### config.mk
export PLATFORM = sky130hd
export DESIGN_NAME = inst_encoder
export DESIGN_NICKNAME = d
export VERILOG_FILES = /design/src/rtl/inst_encoder_pkg.sv /design/src/rtl/inst_field_pack.sv /design/src/rtl/inst_encoder.sv
export SDC_FILE = /design/constraint.sdc
export NUM_CORES = 1
export LEC_CHECK = 0
export CAP_MARGIN = 10
export CORE_MARGIN = 8
export CORE_UTILIZATION = 35
export DETAILED_ROUTE_END_ITERATION = 6
export PLACE_DENSITY_LB_ADDON = 0.1
export SLEW_MARGIN = 25
export SYNTH_ARGS = -nofsm -noshare
export SYNTH_HDL_FRONTEND = slang
export SYNTH_SLANG_ARGS = --single-unit
### constraint.sdc
create_clock -name clk -period 1.55 [get_ports clk]
set_clock_uncertainty 0.15 [all_clocks]
set_input_delay 0.155 -clock clk [delete_from_list [all_inputs] [get_ports clk]]
set_output_delay 0.155 -clock clk [all_outputs]
set_load 0.03 [all_outputs]
### src/rtl/inst_encoder_pkg.sv
// -----------------------------------------------------------------------------
// inst_encoder_pkg
// Shared constants for the instruction encoder: mnemonic codes, MIPS opcode and
// funct values, and the encoder FSM state type.
// No ports (package). Imported by inst_field_pack and inst_encoder.
// -----------------------------------------------------------------------------
package inst_encoder_pkg;

    // Mnemonic codes as presented on the mnem input (14 and 15 are illegal)
    localparam logic [3:0] MN_ADD   = 4'd0;
    localparam logic [3:0] MN_SUB   = 4'd1;
    localparam logic [3:0] MN_AND   = 4'd2;
    localparam logic [3:0] MN_OR    = 4'd3;
    localparam logic [3:0] MN_XOR   = 4'd4;
    localparam logic [3:0] MN_NOR   = 4'd5;
    localparam logic [3:0] MN_SLTU  = 4'd6;
    localparam logic [3:0] MN_SLLV  = 4'd7;
    localparam logic [3:0] MN_ADDI  = 4'd8;
    localparam logic [3:0] MN_ANDI  = 4'd9;
    localparam logic [3:0] MN_XORI  = 4'd10;
    localparam logic [3:0] MN_SLTIU = 4'd11;
    localparam logic [3:0] MN_LW    = 4'd12;
    localparam logic [3:0] MN_SW    = 4'd13;

    // R-type funct field values
    localparam logic [5:0] FUNCT_ADD  = 6'b100000;
    localparam logic [5:0] FUNCT_SUB  = 6'b100010;
    localparam logic [5:0] FUNCT_AND  = 6'b100100;
    localparam logic [5:0] FUNCT_OR   = 6'b100101;
    localparam logic [5:0] FUNCT_XOR  = 6'b100110;
    localparam logic [5:0] FUNCT_NOR  = 6'b100111;
    localparam logic [5:0] FUNCT_SLTU = 6'b101011;
    localparam logic [5:0] FUNCT_SLLV = 6'b000100;

    // Opcode values (R-type shares opcode zero)
    localparam logic [5:0] OP_RTYPE = 6'b000000;
    localparam logic [5:0] OP_ADDI  = 6'b001000;
    localparam logic [5:0] OP_ANDI  = 6'b001100;
    localparam logic [5:0] OP_XORI  = 6'b001110;
    localparam logic [5:0] OP_SLTIU = 6'b001011;
    localparam logic [5:0] OP_LW    = 6'b100011;
    localparam logic [5:0] OP_SW    = 6'b101011;

    typedef enum logic [1:0] {
        ST_IDLE  = 2'd0,
        ST_WRITE = 2'd1,
        ST_FULL  = 2'd2
    } state_e;

endpackage

### src/rtl/inst_field_pack.sv
// -----------------------------------------------------------------------------
// inst_field_pack
// Purely combinational packing of a mnemonic plus register/immediate fields
// into a 32-bit MIPS instruction word.
// Ports:
//   mnem    in  4   mnemonic code
//   rs/rt/rd in 5   register fields (rd ignored for I-type)
//   imm     in  16  immediate/offset (ignored for R-type)
//   word    out 32  packed instruction (zero when illegal)
//   illegal out 1   mnemonic 14/15
// -----------------------------------------------------------------------------
module inst_field_pack
    import inst_encoder_pkg::*;
(
    input  logic [3:0]  mnem,
    input  logic [4:0]  rs,
    input  logic [4:0]  rt,
    input  logic [4:0]  rd,
    input  logic [15:0] imm,
    output logic [31:0] word,
    output logic        illegal
);

    logic [5:0] funct;
    logic [5:0] op;
    logic       is_rtype;

    always_comb begin
        funct    = 6'b000000;
        op       = OP_RTYPE;
        is_rtype = 1'b0;
        illegal  = 1'b0;
        case (mnem)
            MN_ADD:   begin is_rtype = 1'b1; funct = FUNCT_ADD;  end
            MN_SUB:   begin is_rtype = 1'b1; funct = FUNCT_SUB;  end
            MN_AND:   begin is_rtype = 1'b1; funct = FUNCT_AND;  end
            MN_OR:    begin is_rtype = 1'b1; funct = FUNCT_OR;   end
            MN_XOR:   begin is_rtype = 1'b1; funct = FUNCT_XOR;  end
            MN_NOR:   begin is_rtype = 1'b1; funct = FUNCT_NOR;  end
            MN_SLTU:  begin is_rtype = 1'b1; funct = FUNCT_SLTU; end
            MN_SLLV:  begin is_rtype = 1'b1; funct = FUNCT_SLLV; end
            MN_ADDI:  op = OP_ADDI;
            MN_ANDI:  op = OP_ANDI;
            MN_XORI:  op = OP_XORI;
            MN_SLTIU: op = OP_SLTIU;
            MN_LW:    op = OP_LW;
            MN_SW:    op = OP_SW;
            default:  illegal = 1'b1;
        endcase

        if (illegal) begin
            word = 32'h0000_0000;
        end else if (is_rtype) begin
            word = {OP_RTYPE, rs, rt, rd, 5'b00000, funct};
        end else begin
            word = {op, rs, rt, imm};
        end
    end

endmodule

### src/rtl/inst_encoder.sv
// -----------------------------------------------------------------------------
// inst_encoder
// Accepts instruction requests, encodes them to MIPS words and writes them
// sequentially into an instruction memory of 2**ADDR_W words.
// Optional feature: define INST_ENCODER_CHECKSUM_EN to add a running XOR
// checksum of all written words on output 'checksum'.
// Ports:
//   clk, rst (sync, active high), clear (sync restart of load sequence)
//   in_valid/in_ready  request handshake; mnem/rs/rt/rd/imm request fields
//   mem_we/mem_addr/mem_wdata  instruction-memory write port
//   count (ADDR_W+1)  words written; full  memory full; err  sticky illegal flag
//   checksum (32, optional)  XOR of all written words since reset/clear
// -----------------------------------------------------------------------------
module inst_encoder
    import inst_encoder_pkg::*;
#(
    parameter int ADDR_W = 6
) (
    input  logic              clk,
    input  logic              rst,
    input  logic              clear,
    input  logic              in_valid,
    output logic              in_ready,
    input  logic [3:0]        mnem,
    input  logic [4:0]        rs,
    input  logic [4:0]        rt,
    input  logic [4:0]        rd,
    input  logic [15:0]       imm,
    output logic              mem_we,
    output logic [ADDR_W-1:0] mem_addr,
    output logic [31:0]       mem_wdata,
    output logic [ADDR_W:0]   count,
    output logic              full,
    output logic              err
`ifdef INST_ENCODER_CHECKSUM_EN
    ,
    output logic [31:0]       checksum
`endif
);

    // count value at which the memory is full (MSB set, rest zero)
    localparam logic [ADDR_W:0] DEPTH = {1'b1, {ADDR_W{1'b0}}};

    state_e              state_q, state_d;
    logic [ADDR_W:0]     count_q, count_d;
    logic                err_q, err_d;
    logic [31:0]         word_q, word_d;
    logic [ADDR_W-1:0]   addr_q, addr_d;
    logic [31:0]         packed_word;
    logic                packed_illegal;
    logic [ADDR_W:0]     count_inc;

    inst_field_pack u_pack (
        .mnem    (mnem),
        .rs      (rs),
        .rt      (rt),
        .rd      (rd),
        .imm     (imm),
        .word    (packed_word),
        .illegal (packed_illegal)
    );

    assign count_inc = count_q + 1'b1;

    always_comb begin
        state_d = state_q;
        count_d = count_q;
        err_d   = err_q;
        word_d  = word_q;
        addr_d  = addr_q;
        if (clear) begin
            // clear wins over any handshake; word/addr keep their last values
            state_d = ST_IDLE;
            count_d = '0;
            err_d   = 1'b0;
        end else begin
            case (state_q)
                ST_IDLE: begin
                    if (in_valid) begin
                        if (packed_illegal) begin
                            err_d = 1'b1;
                        end else begin
                            word_d  = packed_word;
                            addr_d  = count_q[ADDR_W-1:0];
                            state_d = ST_WRITE;
                        end
                    end
                end
                ST_WRITE: begin
                    count_d = count_inc;
                    state_d = (count_inc == DEPTH) ? ST_FULL : ST_IDLE;
                end
                ST_FULL: state_d = ST_FULL;
                default: state_d = ST_IDLE;
            endcase
        end
    end

    always_ff @(posedge clk) begin
        if (rst) begin
            state_q <= ST_IDLE;
            count_q <= '0;
            err_q   <= 1'b0;
            word_q  <= '0;
            addr_q  <= '0;
        end else begin
            state_q <= state_d;
            count_q <= count_d;
            err_q   <= err_d;
            word_q  <= word_d;
            addr_q  <= addr_d;
        end
    end

    // The strobe is combinational so that rst or clear in the WRITE cycle
    // can abort the write in that same cycle.
    assign mem_we    = (state_q == ST_WRITE) && !clear && !rst;
    assign mem_addr  = addr_q;
    assign mem_wdata = word_q;
    assign in_ready  = (state_q == ST_IDLE);
    assign full      = (state_q == ST_FULL);
    assign count     = count_q;
    assign err       = err_q;

`ifdef INST_ENCODER_CHECKSUM_EN
    logic [31:0] checksum_q, checksum_d;

    always_comb begin
        checksum_d = checksum_q;
        if (clear) begin
            checksum_d = '0;
        end else if (mem_we) begin
            checksum_d = checksum_q ^ word_q;
        end
    end

    always_ff @(posedge clk) begin
        if (rst) begin
            checksum_q <= '0;
        end else begin
            checksum_q <= checksum_d;
        end
    end

    assign checksum = checksum_q;
`endif

endmodule

==> out/qor.yml <==
synthesis:
  ys_ff_latch: 47
  seq_area_frac_synth_pct: 46.0
  yosysWarnings: 0
  synthArstFlopShare_pct: 0
  synth_top_area_cell: "dfxtp_1"
  synthTopCellsByArea: "dfxtp_1 (46%), nand2_1 (9.4%), a21oi_1 (8.3%), nor2_1 (3.3%), mux2i_1 (2.9%)"
  syn_nets: 285
  yosys-top-cells-count: "nand2_1 (51), dfxtp_1 (47), a21oi_1 (34), nor2_1 (18), nand3_1 (12)"
  synth_ff_type: "dfxtp_1"
  netlist_area_um2: 2040
  syn_area_per_cell_um2: 8.38
  synth_top_cell_area_share_pct: 46.0
  synth_most_common_cell: "nand2_1"
  synth_cells: 244
  synth_edf_count: 0
  synth_cell_types: 38
drt:
  ant_nets: 0
  totalWireLength_mm: 6.21
  drtPass1Iterations: 4
  via_per_inst: 4.85
  drt_iter0_drc: 119
  vias: 2055
  drcViolationCount: 0
  wl_per_cell_um: 14.7
critical_path:
  worstSetupEndpointType: "flop"
  crit_chain: "clkdlybuf4s50_1, or3b_4, or3_4, clkbuf_16, nand2_4, a21oi_1"
  slowest_delay_ns: 0.47
  path_max_fanout: 7
  critical-path-slowest-cell: "clkdlybuf4s50_1"
  worst_ep_required_time_ns: 1.56
  path_buf_inv: 2
  critical_path_class: "in -> reg"
  path_delay_family: "simple AND/OR/NAND/NOR gates"
  cp.arrival_ns: 1.76
  critPathLaunchType: "primary input"
global_route:
  grt_max_degree: 38
  grt_usage_pct: 14.3
  grt_pass1_wl_mm: 10.0
  antenna_found_initial: 0
  grt_pass1_vias: 2031
  grt_overflow: 0
placed_design:
  post-dp-hpwl_mm: 4.23
  port_buffers: 86
  gp_congestion: 0.767
  dpl.cell_count: 411
  pre_cts_ws_ns: -0.451
  dpl_cell_area_um2: 3120
floorplan:
  placement_rows: 28
  initial_core_util_pct: 35.4
  die_w_um: 92.4
  die_h_um: 92.4
  die-area_um2: 8540
  core_area_um2: 5780
  num_io_pins: 88
timing:
  grt_setup_unrepaired: "yes"
  period_share_pct: 112
  finalSetupViolations: 37
  setup_ws_ns: -0.193
  hold_violations: 0
  period_needed_ns: 1.74
  slew_viol_final: 0
  max_freq_ghz: 0.574
run_status:
  violations: "negative setup slack"
  status: "complete, but fails checks"
final_layout:
  stdcell_count: 424
  post-route-util_pct: 59.5
  area_delta_synth_final_pct: 68.3
  finalNetCount: 389
  n_antenna_cell: 0
  final_area_um2: 3440
  final_layout_size_suffix_gt1_share_pct: 24.9
pwr:
  p_per_area_nw_per_um2: 751
  vdd_ir_drop_max_uv: 378
  p_leak_nw: 1.48
cts:
  cts_tree: "built"
  cts_buffers: 5
  htreeDepth: 2
  clkLatencyLatePin_ns: 0.29
  root_buffer: "clkbuf_8"
  ctsHoldBuffers: 0
  clock_sinks: 47
  clockBufferDepth: 2
  clk_pin_slew_ns: 0.08
run:
  max-cap-violations: 0
min_path:
  hold_class: "in -> reg"
==> tightest hold or removal path: stages <==
cell             delay [ns]
clkdlybuf4s50_1        0.40
nand2_1                0.06
a21oi_1                0.05
==> sequential cells by signal (all words and copies together) (netlist names) <==
| register | count |
|---|---|
| mem_wdata | 31 |
| state_q | 2 |
| mem_addr | 6 |
| count | 7 |
| err | 1 |
==> routing by layer <==
| metal | GRT usage [%] | share of wire [%] | wire length [um] | up-vias |
|---|---|---|---|---|
| li1 | - | - | - | 1039 |
| met1 | 18.2 | 44 | 2710 | 948 |
| met2 | 21.5 | 47 | 2900 | 61 |
| met3 | 5.66 | 8.6 | 535 | 7 |
| met4 | 4.43 | 1.1 | 68 | 0 |
| met5 | 0 | 0 | 0 | - |
==> worst paths after layout <==
check	slack, ns	start	depth (start not counted)	endpoint
setup / recovery	-0.19	in_valid	6	mem_wdata[27]
hold / removal	0.26	rt[2]	3	mem_wdata[18]
setup reg to reg	-0.19	state_q[0]	5	mem_wdata[27]
hold reg to reg	0.30	mem_wdata[18]	2	mem_wdata[18]
==> area by class of cell <==
class	count	area [um^2]
fill	557	2340
multi-input combinational	178	1160
timing repair buffer	115	1130
sequential	47	953
clock buffer	8	100
tap	75	93.8
inverter	1	3.75
==> cell families (layout without fill, tap and decap cells) <==
kind of cell	count (synthesis)	count (layout)	synth area share (%)
and+or+nand+nor	105	105	24.1
muxes	6	6	2.94
xor gates and xnor gates	8	8	3.43
buffers and inverters	19	124	4.77
DFF	47	47	46.0
adders and majority gates	2	2	1.22
AOI/OAI and AO/OA	56	56	17.3
other	1	1	0.183
==> per-stage QoR <==
stage / power (mW) / setup TNS [ns] / hold WS, ns
4_1_cts: 2.60 / -4.83 / 0.251
6_report: 2.58 / -5.66 / 0.265
3_5_place_dp: 1.78 / -15.85 / 0.295
3_3_place_gp: 1.78 / -15.50 / 0.289
2_1_floorplan: 1.54 / -2.26 / 0.141
5_1_grt: 2.72 / -8.24 / 0.265
==> placed cells by master (no fill, tap or decap), types with 6 or more instances in the layout <==
cell / synthesis / routed
dlygate4sd2_1: 0 / 45
a21oi_1: 34 / 33
nand2_1: 51 / 33
mux2i_1: 6 / 6
nand2_2: 0 / 14
buf_4: 3 / 21
dfxtp_1: 47 / 41
clkbuf_8: 0 / 7
nor2_1: 18 / 14
nand3_1: 12 / 9
clkdlybuf4s50_1: 0 / 38
==> power breakdown <==
part	switching [mW]	internal, mW
sequential	0.0223	1.24
clock	0.390	0.407
combinational	0.270	0.251
==> repair_timing <==
item                                    4_1_cts  5_1_grt
gates resized for setup                      54       43
endpoints found under the setup margin       86       42
gates cloned                                  2        1
pin swaps                                     2       13
setup buffers                                 2        1
No activity file was read; power rests on OpenSTA's default activity.
==> RTL change: new RTL, config.mk and constraints unchanged <==
Encoding of `state_e`: now one-hot (3 bits for 3 states).
--- a/src/rtl/inst_encoder_pkg.sv
+++ b/src/rtl/inst_encoder_pkg.sv
@@ -43,6 +43,6 @@
 
-    typedef enum logic [1:0] {
-        ST_IDLE  = 2'd0,
-        ST_WRITE = 2'd1,
-        ST_FULL  = 2'd2
+    typedef enum logic [2:0] {
+        ST_IDLE  = 3'b001,
+        ST_WRITE = 3'b010,
+        ST_FULL  = 3'b100
     } state_e;
Check against the original RTL: same outputs for any inputs over 4 cycles, from zero or initial values and one cycle with rst high; so few cycles prove little.
==> RTL change against the unedited design <==
Core utilization increased by 1.0 points. Highest routed layer unchanged. Synthesized area increased by 1.7%. Synthesized cell count increased by 2.9%. Sequential share of layout area increased by 0.41 points. Clock power decreased by 3.3%. The run still ends with negative setup slack left. Total power increased by 0.39%. Worst setup slack got worse by 0.051 ns. Cell area increased by 2.3%. Final cell count increased by 4.2%. Sequential cell count increased by 1. Via count increased by 2.7%. Routed wire length increased by 1.6%. Count of clock-buffer cells in the layout decreased by 1.
==> RTL change: results (changes against the unedited design) <==
setup TNS=-0.588 ns (+5.07 ns); CP Capture Point=state_q[0]$_SDFFE_PP1P_; post-CTS sizing=50 (-7.4%); Post-Syn Area per Cell=8.28 um^2 (-1.2%); Syn. warnings=0 (unchanged); Fill cells=558 (+0.18%); dpl ws=-0.233 ns (+0.218 ns); Worst path top cell family by delay=compound AO/OA/AOI/OAI gates; # clk buffers=7 (-1); DRT iter0 DRCs=42 (-65%); WL met3=449 um (-16%); Inverters excl. clock=5 (+4); Post-CTS Setup Bufs=0 (-2); share of layout cells above drive strength 1=23.7% (-1.2 points); Synth top cells by count=nand2_1 (55), dfxtp_1 (48), a21oi_1 (33), nor2_1 (16); sequential share of the synthesized area=46.2% (+0.22 points); Netlist cell types=40 (+5.3%); Multi-In Gates=179 (+0.56%); met1 usage=16.2% (-2.1 points); global-route wire length before repair=9690 um (-3.5%); final net count=407 (+4.6%); DR top layer=met4; NonClk Buf Share=33.2% (+0.44 points); leakage power=1.54 nW (+3.8%); Clock buf/inv share=2.67% (-0.24 points); Placed Area=0.00326 mm^2 (+4.4%); Detail Placement HPWL=4590 um (+8.4%); M2 GR Usage=22.9% (+1.4 points); Min Hold Slack=0.138 ns (-0.127 ns); WL met1=2620 um (-3.4%); met2 WL=3190 um (+10%); Worst Slack Setup Final=-0.244 ns (-0.0513 ns); Routability Congestion=0.761 (-0.70%); outcome=complete, but fails checks; average vias per placed instance=4.77 (-1.5%); pin count of the biggest net entering global routing=27 (-29%); bufs w/o clock=127 (+10%); top cells by area, synth=dfxtp_1 (46%), nand2_1 (9.9%), a21oi_1 (7.9%); crit-path max FO=3 (-4); failing checks=negative setup slack; Routed wire per std cell=14.3 um (-2.5%); Routed WL=6310 um (+1.6%); vias in the first global route=1,936 (-4.7%); PwrDens=737 mW/mm^2 (-1.9%); crit path launch=count[0]$_SDFFE_PP0P_; #FFs+latches synth=48 (+2.1%); WP data arrival=1.82 ns (+0.06 ns); setup violators final=5 (-86%); register area=990 um^2 (+3.8%); WHS Endpoint=mem_wdata[7]$_SDFFE_PP0P_; initial antenna violation count=0 (unchanged); Critical R2R Capture=state_q[0]$_SDFFE_PP1P_; worst min-delay path startpoint=rst; placed insts=427 (+3.9%); syn nets=292 (+2.5%); VDD IR-drop max=0.440 mV (+17%); H-tree depth=2 (unchanged); GRT Resource Usage Total=13.7% (-0.54 points)
[RTL change: changes by cell type after synthesis, sizes merged, moves of 3 or more]
cell and change:
nor3 -5, clkbuf +3, inv +3, nand2 +4, nand4 +3, nor3b +4
[RTL change: report_power, final]
part	leakage [nW]	total (mW)	switching, mW	internal (mW)
sequential	0.396	1.29	0.0213	1.27
clock	0.0445	0.771	0.408	0.363
combinational	1.10	0.536	0.277	0.259
total	1.54	2.59	0.707	1.89
[RTL change: logic make-up (layout without fill, tap and decap cells)]
logic type	after synthesis	count (layout)	share of synthesized area, %
simple gates	103	103	23.1
compound gates	59	59	17.3
flops	48	48	46.2
buf+inv	24	140	5.60
xor+xnor	7	7	2.95
mux	7	7	3.37
fa+ha+maj	2	2	1.20
other cells	1	1	0.180
[RTL change: worst reg2reg max path: cells and delay by family (launching register included)]
kind	cells	cell delay (ns)
flops	1	0.37
xor+xnor	1	0.12
compound gates	2	0.46
fa+ha+maj	1	0.16
simple gates	1	0.43
